===== config.mk =====
export PLATFORM = sky130hd
export DESIGN_NAME = gpio_pio_ctrl
export DESIGN_NICKNAME = d
export VERILOG_FILES = /design/src/rtl/gpio_pio_pkg.sv /design/src/rtl/gpio_debounce.sv /design/src/rtl/gpio_pio_ctrl.sv
export SDC_FILE = /design/constraint.sdc
export NUM_CORES = 1
export LEC_CHECK = 0
export CAP_MARGIN = 30
export CORE_ASPECT_RATIO = 0.9
export CORE_MARGIN = 2
export CORE_UTILIZATION = 49
export DETAILED_ROUTE_END_ITERATION = 8
export PLACE_DENSITY = 0.81
export SLEW_MARGIN = 20
export SYNTH_ARGS = -nofsm -noshare
export SYNTH_HDL_FRONTEND = slang
export SYNTH_SLANG_ARGS = --single-unit

===== constraint.sdc =====
create_clock -name clk_clk -period 1.5 [get_ports clk_clk]
set_clock_uncertainty 0.1 [all_clocks]
set_input_delay 0.15 -clock clk_clk [delete_from_list [all_inputs] [get_ports clk_clk]]
set_output_delay 0.15 -clock clk_clk [all_outputs]
set_load 0.01 [all_outputs]

===== src/rtl/gpio_pio_pkg.sv =====
// Shared constants for the GPIO PIO block: bus widths and the register word map.
// Latency: n/a (constants only).
// Backpressure: n/a.
package gpio_pio_pkg;

    localparam int DATA_W = 32;
    localparam int ADDR_W = 3;

    localparam logic [ADDR_W-1:0] ADDR_DATA_IN  = 3'd0;
    localparam logic [ADDR_W-1:0] ADDR_DATA_OUT = 3'd1;
    localparam logic [ADDR_W-1:0] ADDR_IRQ_MASK = 3'd2;
    localparam logic [ADDR_W-1:0] ADDR_EDGE_CAP = 3'd3;
    localparam logic [ADDR_W-1:0] ADDR_OUT_SET  = 3'd4;
    localparam logic [ADDR_W-1:0] ADDR_OUT_CLR  = 3'd5;
    localparam logic [ADDR_W-1:0] ADDR_RISE_EN  = 3'd6;
    localparam logic [ADDR_W-1:0] ADDR_FALL_EN  = 3'd7;

endpackage


===== src/rtl/gpio_debounce.sv =====
// One switch channel: 2-flop synchroniser, then a stability filter when GPIO_DEBOUNCE_EN is defined.
// Latency: 2 clocks (filter off) or 2 + DB_CYCLES clocks (filter on) from pin to db.
// Backpressure: none; free-running per clock.
module gpio_debounce #(
    parameter int DB_CYCLES = 50000
) (
    input  logic clk,
    input  logic rst_n,
    input  logic pin,
    output logic db
);

    logic sync1;
    logic sync2;

    always_ff @(posedge clk or negedge rst_n) begin
        if (!rst_n) begin
            sync1 <= 1'b0;
            sync2 <= 1'b0;
        end else begin
            sync1 <= pin;
            sync2 <= sync1;
        end
    end

`ifdef GPIO_DEBOUNCE_EN
    localparam int CNT_W = $clog2(DB_CYCLES + 1);
    localparam logic [CNT_W-1:0] CNT_LAST = CNT_W'(DB_CYCLES - 1);

    logic [CNT_W-1:0] cnt;
    logic             db_q;

    // cnt holds the number of consecutive clocks sync2 has already disagreed with db_q;
    // the disagreeing clock that would make it DB_CYCLES commits the new level instead.
    always_ff @(posedge clk or negedge rst_n) begin
        if (!rst_n) begin
            cnt  <= '0;
            db_q <= 1'b0;
        end else if (sync2 == db_q) begin
            cnt <= '0;
        end else if (cnt >= CNT_LAST) begin
            db_q <= sync2;
            cnt  <= '0;
        end else begin
            cnt <= cnt + 1'b1;
        end
    end

    assign db = db_q;
`else
    assign db = sync2;
`endif

endmodule


===== src/rtl/gpio_pio_ctrl.sv =====
// Memory-mapped GPIO: debounced switch inputs with edge capture/irq, LED outputs with set/clear.
// Latency: readdata 1 clock after read; led_export 1 clock after write; irq 1 clock after EDGE_CAP/IRQ_MASK.
// Backpressure: none; a write in the same cycle as a read wins and the read is dropped. GPIO_DEBOUNCE_EN enables filtering.
module gpio_pio_ctrl
    import gpio_pio_pkg::*;
#(
    parameter int               IN_W      = 8,
    parameter int               OUT_W     = 8,
    parameter logic [OUT_W-1:0] OUT_RESET = '0,
    parameter int               DB_CYCLES = 50000
) (
    input  logic              clk_clk,
    input  logic              reset_reset_n,
    input  logic [ADDR_W-1:0] address,
    input  logic              read,
    input  logic              write,
    input  logic [DATA_W-1:0] writedata,
    output logic [DATA_W-1:0] readdata,
    output logic              irq,
    input  logic [IN_W-1:0]   switch_export,
    output logic [OUT_W-1:0]  led_export
);

    logic [IN_W-1:0]   db;
    logic [IN_W-1:0]   db_prev;
    logic [IN_W-1:0]   irq_mask;
    logic [IN_W-1:0]   edge_cap;
    logic [IN_W-1:0]   edge_cap_nxt;
    logic [IN_W-1:0]   edge_set;
    logic [IN_W-1:0]   edge_clr;
    logic [IN_W-1:0]   rise_en;
    logic [IN_W-1:0]   fall_en;
    logic [IN_W-1:0]   wd_in;
    logic [OUT_W-1:0]  wd_out;
    logic [DATA_W-1:0] rd_mux;
    logic              unused_wdat;

    for (genvar i = 0; i < IN_W; i++) begin : g_ch
        gpio_debounce #(
            .DB_CYCLES(DB_CYCLES)
        ) u_db (
            .clk   (clk_clk),
            .rst_n (reset_reset_n),
            .pin   (switch_export[i]),
            .db    (db[i])
        );
    end

    assign wd_in       = writedata[IN_W-1:0];
    assign wd_out      = writedata[OUT_W-1:0];
    assign unused_wdat = ^writedata;

    // db_prev resets to 0, so inputs already high at release register as a rising edge.
    assign edge_set = (db & ~db_prev & rise_en) | (~db & db_prev & fall_en);
    assign edge_clr = (write && address == ADDR_EDGE_CAP) ? wd_in : '0;
    assign edge_cap_nxt = (edge_cap & ~edge_clr) | edge_set;

    always_comb begin
        rd_mux = '0;
        case (address)
            ADDR_DATA_IN:  rd_mux[IN_W-1:0]  = db;
            ADDR_DATA_OUT: rd_mux[OUT_W-1:0] = led_export;
            ADDR_IRQ_MASK: rd_mux[IN_W-1:0]  = irq_mask;
            ADDR_EDGE_CAP: rd_mux[IN_W-1:0]  = edge_cap;
            ADDR_RISE_EN:  rd_mux[IN_W-1:0]  = rise_en;
            ADDR_FALL_EN:  rd_mux[IN_W-1:0]  = fall_en;
            default:       rd_mux = '0;
        endcase
    end

    always_ff @(posedge clk_clk or negedge reset_reset_n) begin
        if (!reset_reset_n) begin
            led_export <= OUT_RESET;
            irq_mask   <= '0;
            edge_cap   <= '0;
            rise_en    <= '0;
            fall_en    <= '0;
            db_prev    <= '0;
            readdata   <= '0;
            irq        <= 1'b0;
        end else begin
            db_prev  <= db;
            edge_cap <= edge_cap_nxt;
            irq      <= |(edge_cap & irq_mask);
            if (write) begin
                case (address)
                    ADDR_DATA_OUT: led_export <= wd_out;
                    ADDR_IRQ_MASK: irq_mask   <= wd_in;
                    ADDR_OUT_SET:  led_export <= led_export | wd_out;
                    ADDR_OUT_CLR:  led_export <= led_export & ~wd_out;
                    ADDR_RISE_EN:  rise_en    <= wd_in;
                    ADDR_FALL_EN:  fall_en    <= wd_in;
                    default: ;
                endcase
            end else if (read) begin
                readdata <= rd_mux;
            end
        end
    end

endmodule


; After elaboration in Yosys (flattened, before gate mapping)
; Cells that the tools add are included.
[op_classes]
n_reduce_logical = 9
n_eq_ne = 7
bitwise = 15
n_mux = 3
[ops]
columns = cell, count
row1 = 8-bit AND, 7
row2 = 8-bit case mux with 6 select lines, 1
row3 = 8-bit inverter, 4
row4 = 8-bit bitwise OR, 3
row5 = 8-bit case mux with 3 select lines, 1
row6 = "3-bit == test, second input constant", 4
row7 = 2-bit AND reduction, 5
row8 = 8-bit two-way mux, 1
row9 = 8-bit OR reduction, 1
row10 = "3-bit by 2-bit == test with 1-bit output, second input constant", 2
row11 = "3-bit by 1-bit == test with 1-bit output, second input constant", 1
row12 = 3-bit zero test, 1
row13 = 3-bit nonzero test, 1
row14 = 1-bit logical AND, 1
row15 = 1-bit inverter, 1
[word_totals]
inputBits = 47
out_inout_bits = 41
regBits = 73
wordCells = 58

; Logic depth before layout (Yosys ltp)
; Gate-level depths: netlist of the first run.
[depth]
depth_word = 6
mapped_depth = 7

; Cells and area by module
; From an unflattened synthesis of the first run, not the netlist that was laid out.
[unflattened]
cells_unflattened = 280
hier_area_um2 = 3269.4
[by_module_without_submodules]
columns = module, cells_per_inst, n_inst, area_per_inst_um2, seq_area_each_um2
row1 = gpio_pio_ctrl, 264, 1, 2869.0, 1426.4
row2 = gpio_debounce, 2, 8, 50.0, 50.0

; Worst setup path after synthesis of the first run
; Ideal clock, no wire load.
[synth_timing]
path_type = register -> register
startpoint = register fall_en[5]
endpoint = register readdata[5]
t_arrival_ps = 1002
stages_incl_launch_ff = 5
synth_period_minus_slack_ps = 1221
path_buffers = 0
path_slack_ps = 279
t_required_ps = 1281
setup_ps = 119
path_cell_list = dfrtp_1 -> mux2_1 -> a31oi_1 -> o211ai_1 -> o21a_1
[synth_via]
elab_chain_len = 1
[synth_rtl]
columns = item, line_no
row1 = from (decl), gpio_pio_ctrl.sv:32  ; logic [IN_W-1:0] fall_en;
row2 = from (signal assigned), gpio_pio_ctrl.sv:92  ; ADDR_FALL_EN: fall_en <= wd_in;
row3 = 8-bit case mux with 6 select lines, gpio_pio_ctrl.sv:60  ; case (address)
row4 = to (signal assigned), gpio_pio_ctrl.sv:96  ; readdata <= rd_mux;
row5 = to (decl), gpio_pio_ctrl.sv:18  ; output logic [DATA_W-1:0] readdata,
; No other way between the ends.
; A chain may end at the register's enable or synchronous reset.

; Worst setup path in the final report of the first run
[layout_timing]
startpoint = input address[0]
endpoint = register fall_en[4]
[layout_via]
elab_chain_len = 2
[layout_rtl]
columns = item, line_no
row1 = from (decl), gpio_pio_ctrl.sv:14  ; input logic [ADDR_W-1:0] address,
row2 = 3-bit == test, gpio_pio_ctrl.sv:86  ; case (address)
row3 = 2-bit AND reduction (no source line), n/a
; No other way between the ends.

==> reports/metrics.yaml, run 1 <==
global_routing:
  grt_max_degree: 74
  grt_usage: 0.208
  grt_pass1_vias: 2488
  grt_antenna_before_repair: 0
  grt_pass1_wl_um: 12400
  grt_overflow: 0
timing:
  worst_hold_slack_ps: 139
  setup-violations-final: 0
  fin_ws_ps: 51.1
  period_share: 0.966
  hold_violations: 0
  setup_tns_ps: 0
  slew_violations: 0
  fmax_mhz: 690
  fin_crit_ps: 1450
pwr:
  p_leak_nw: 2.05
  irDropWorstVdd_mv: 0.845
  powerDensity_nw_per_um2: 1270
  power.share.sequential: 0.446
  swShare: 0.250
  report.power.total_w: 0.00555
  p_int_w: 0.00417
  p_comb_frac: 0.182
  p_clk_frac: 0.373
  switching_power_w: 0.00139
placement:
  dp_hpwl_um: 5190
  portBuffers: 39
  dpl_worst_slack_ps: -304
  dp.cells: 435
  gp_congestion: 0.818
flow_run:
  cap_violations: 0
setup_path:
  r2r-start: "led_export[6]"
  r2r_cells: 5
  path_max_fanout: 10
  rrSetupSlack_ps: 140
  crit_type: "in -> reg"
  endpoint_kind: "flop"
  worstSetupStartpointType: "input pin"
  arrival_ps: 1580
  required_ps: 1630
  r2r-end: "readdata[6]"
die:
  coreArea_um2: 6930
  num_rows: 29
  die_w_um: 92.5
  ios: 88
  fp.dieArea_um2: 7730
  initial_core_util: 0.498
  die-height_um: 83.6
cts:
  clk_pin_slew_ps: 70
  root_buffer: "clkbuf_8"
  numCtsBuffers: 9
  htree_levels: 3
  clk_path_buf_depth: 2
  clk_latency_ps: 350
  clock_sinks: 73
  cts_tree: "yes"
synth:
  synth_edf_count: 0
  yosysTopAreaCellShare: 0.529
  ys_seq_area_frac: 0.529
  syn_inst: 291
  ys.flop_type: "dfrtp_1"
  yosysUniqueCellTypes: 46
  synth_area_leader_cell: "dfrtp_1"
  ys_ff_latch: 73
  synthTopCellsByArea: "dfrtp_1, mux2_4, buf_4, mux2_2, nand2_1"
  netlist_area_um2: 3450
  synth_warnings: 0
  syn_area_per_cell_um2: 11.9
  ys_top_cells_by_count: "dfrtp_1, buf_4, nand2_1"
  yosysMostFrequentCell: "dfrtp_1"
  async_flop_share: 1.00
hold_path:
  hold_start: "switch_export[6]"
  min_path_type: "in -> reg"
  whs_endpoint: "g_ch[6].u_db.sync1"
  hold_depth: 1
route:
  drtIter0Drc: 149
  viasPerCell: 5.39
  drc_errors: 0
  final_antenna_net_count: 0
  vias: 2473
  wl_um: 7680
  drt_first_pass_iters: 4
  routedWlPerCell_um: 16.7
layout:
  fin_nets: 408
  final_layout_size_suffix_gt1_frac: 0.243
  instances_no_fill: 459
  multi_input_area_um2: 1420
  n_fill_cell: 527
  seq_area_um2: 1830
  antenna_cells: 0
  syn_to_final_growth_pct: 27.1
status:
  status: "completed"
[power by group through the flow]
stage	Sequential, W	Clock (W)	Combinational [W]
final	0.00248	0.00207	0.00101
after global routing	0.00251	0.00219	0.00110
after CTS	0.00247	0.00210	0.00101
after detailed placement	0.00251	0	0.000974
after global placement	0.00250	0	0.000941
after floorplan	0.00247	0	0.000608
[what timing repair did]
item | in CTS | in global routing
hold endpoints to repair | 73 | 0
pin swaps | 0 | 1
setup endpoints to repair | 9 | 21
hold buffers | 1 | 0
setup buffers | 5 | 2
resized for setup | 8 | 13
[layout make-up]
cell class              instances  area share
flip-flops and latches         73       0.416
multi-input cells             199       0.324
repair buffers                 75       0.167
clock buffers                  11      0.0345
clock inverters                 5      0.0285
well taps                      93      0.0265
inverters                       3     0.00257
[layer usage]
layer	track usage	part of all wire
met2	0.350	0.50
met1	0.261	0.43
met4	0.0583	0.013
met3	0.0641	0.055
met5	0	0
[worst max-delay path: stages]
cell and delay [ps]:
clkdlybuf4s50_1 540, buf_6 170, buf_4 130, nand4_4 210, mux2_4 360
[per-stage QoR]
stage / utilization / instance area (um^2)
finish: 0.633 / 4390
global route: 0.633 / 4390
CTS: 0.624 / 4330
detailed placement: 0.579 / 4010
global placement: 0.579 / 4010
floorplan: - / 3540
[layout by cell type, fill, tap and decap left out, drive strengths merged, types with 2 or more instances in the layout]
cell,Yosys,layout
a21oi,17,17
o21ai,3,3
conb,1,24
nor3,2,2
nand2,28,28
clkbuf,2,11
nor2,16,16
clkdlybuf4s50,0,22
nand3,6,6
nand2b,2,2
a31oi,5,5
nand4,4,4
a22oi,4,4
dlygate4sd2,0,8
dfrtp,73,73
a211oi,12,12
mux2i,9,9
o21a,2,2
mux2,27,27
bufinv,0,4
dlymetal6s2s,0,8
buf,37,36
nand3b,14,14
inv,3,3
o211ai,10,10
[worst max path at each step]
stage                      from             to  cells past startpoint
floorplan            fall_en[5]    readdata[5]                      4
global placement     address[1]    readdata[6]                      6
detailed placement   address[0]    readdata[2]                      6
CTS                 readdata[1]    readdata[1]                      1
global route         address[1]  led_export[4]                      7
finish               address[0]     fall_en[4]                      5
[cell families after synthesis]
family	after synthesis	synth area share
AO/OA/AOI/OAI	59	0.114
buffers and inverters	42	0.0899
flip-flops	73	0.529
multiplexers	36	0.132
other	1	0.00109
AND/OR/NAND/NOR	80	0.134
Power figures use the tool's default switching activity.
==> run 2: changes to the inputs <==
Settings changed: CAP_MARGIN 30 to not set.
==> results of run 2 <==
Final layout, timing and power as in run 1 (identical DEF).
==> patch: new RTL, settings of run 2 <==
Put one more register stage on the output `led_export`, cleared by the reset. The value now appears one clock later. The other outputs are not delayed to match. Comments in the files are not updated.
--- a/src/rtl/gpio_pio_ctrl.sv
+++ b/src/rtl/gpio_pio_ctrl.sv
@@ -20,6 +20,8 @@
     input  logic [IN_W-1:0]   switch_export,
     output logic [OUT_W-1:0]  led_export
 );
+
+    logic [OUT_W-1:0] led_export_s0;
 
     logic [IN_W-1:0]   db;
     logic [IN_W-1:0]   db_prev;
@@ -59,7 +61,7 @@
         rd_mux = '0;
         case (address)
             ADDR_DATA_IN:  rd_mux[IN_W-1:0]  = db;
-            ADDR_DATA_OUT: rd_mux[OUT_W-1:0] = led_export;
+            ADDR_DATA_OUT: rd_mux[OUT_W-1:0] = led_export_s0;
             ADDR_IRQ_MASK: rd_mux[IN_W-1:0]  = irq_mask;
             ADDR_EDGE_CAP: rd_mux[IN_W-1:0]  = edge_cap;
             ADDR_RISE_EN:  rd_mux[IN_W-1:0]  = rise_en;
@@ -70,7 +72,7 @@
 
     always_ff @(posedge clk_clk or negedge reset_reset_n) begin
         if (!reset_reset_n) begin
-            led_export <= OUT_RESET;
+            led_export_s0 <= OUT_RESET;
             irq_mask   <= '0;
             edge_cap   <= '0;
             rise_en    <= '0;
@@ -84,10 +86,10 @@
             irq      <= |(edge_cap & irq_mask);
             if (write) begin
                 case (address)
-                    ADDR_DATA_OUT: led_export <= wd_out;
+                    ADDR_DATA_OUT: led_export_s0 <= wd_out;
                     ADDR_IRQ_MASK: irq_mask   <= wd_in;
-                    ADDR_OUT_SET:  led_export <= led_export | wd_out;
-                    ADDR_OUT_CLR:  led_export <= led_export & ~wd_out;
+                    ADDR_OUT_SET:  led_export_s0 <= led_export_s0 | wd_out;
+                    ADDR_OUT_CLR:  led_export_s0 <= led_export_s0 & ~wd_out;
                     ADDR_RISE_EN:  rise_en    <= wd_in;
                     ADDR_FALL_EN:  fall_en    <= wd_in;
                     default: ;
@@ -98,5 +100,13 @@
         end
     end
 
+    always_ff @(posedge clk_clk or negedge reset_reset_n) begin
+        if (!reset_reset_n) begin
+            led_export <= '0;
+        end else begin
+            led_export <= led_export_s0;
+        end
+    end
+
 endmodule
 
Formal check against the unedited RTL: not equivalent (Yosys sat finds a counterexample within 4 cycles, from zero or initial values and one cycle with reset_reset_n low).
==> patch against run 2 <==
Cell area about the same; area after synthesis increased by 2.9%; sequential cell count increased by 8; hold slack got worse by 0.0015 ns; wire length decreased by 7.3%; register-to-register slack got worse by 0.03 ns; worst setup slack improved by 0.0015 ns; sequential power increased by 9.3%; sequential share of layout area increased by 4.6 points; largest power group unchanged; total power decreased by 7.7%; critical path type unchanged.
==> patch: results (changes against run 2) <==
metric;value;unit;change
status;completed;;
routed wl met3;469;µm;+11%
largest net degree at the start of global routing;34;;-54%
clock sink count;81;;+11%
die area;7940;µm²;+2.7%
setup bufs post-CTS;0;;-5
placed instance area;4170;µm²;+3.8%
fill count;579;;+9.9%
met1 wire length;3.02;mm;-8.5%
clock share of power;0.296;;-0.077
Clock-cell share;0.0431;;-0.0199
final net count;406;;-0.49%
FF-to-FF Start;edge_cap[6];;
Synth cell types;41;;-11%
PD cells;1170;nW/µm²;-7.6%
gpl congestion;0.872;;+6.6%
syn avg cell area;12.1;µm²;+1.8%
first-pass GRT wire length;12.1;mm;-2.8%
compound-cell area share of the yosys netlist;0.105;;-0.00845
crit-path max FO;18;;+8
fraction of cell area in non-clock buffers;0.162;;-0.00561
Layout Area Growth over Synthesis;23.5;%;
most instantiated cells after synthesis;dfrtp_1, nand2_1, buf_4;;
CLK BUF;13;;+2
multi-input logic portion of the cell area;0.305;;-0.0187
metal2 WL;3.59;mm;-6.9%
patch: changes by cell type after synthesis, moves of 4 or more:
cell,before,now
mux2_2,10,27
nand2_1,28,32
dfrtp_1,73,81
o21ai_0,0,8
a21oi_1,17,12
a211oi_1,12,8
nor2_1,15,11
mux2_4,16,0
patch: worst max-delay path: stages:
cell and delay (ns):
clkdlybuf4s50_1 0.45, buf_12 0.17, nand3b_1 0.18, or2_2 0.37, a21oi_1 0.16, a211oi_1 0.07
patch: layer usage:
metal  GRT usage  up-vias
met3      0.0682        6
met5           0        -
li1            -     1147
met4      0.0606        0
met2       0.312       81
met1       0.271     1187
patch: worst paths after layout:
path | to | slack [ns]
max in group asynchronous | fall_en[0] | 0.67
max reg2reg | readdata[6] | 0.11
max | led_export_s0[1] | 0.05
min reg2reg | g_ch[2].u_db.db | 0.25
min in group asynchronous | g_ch[6].u_db.sync1 | 0.15
min | g_ch[5].u_db.sync1 | 0.14
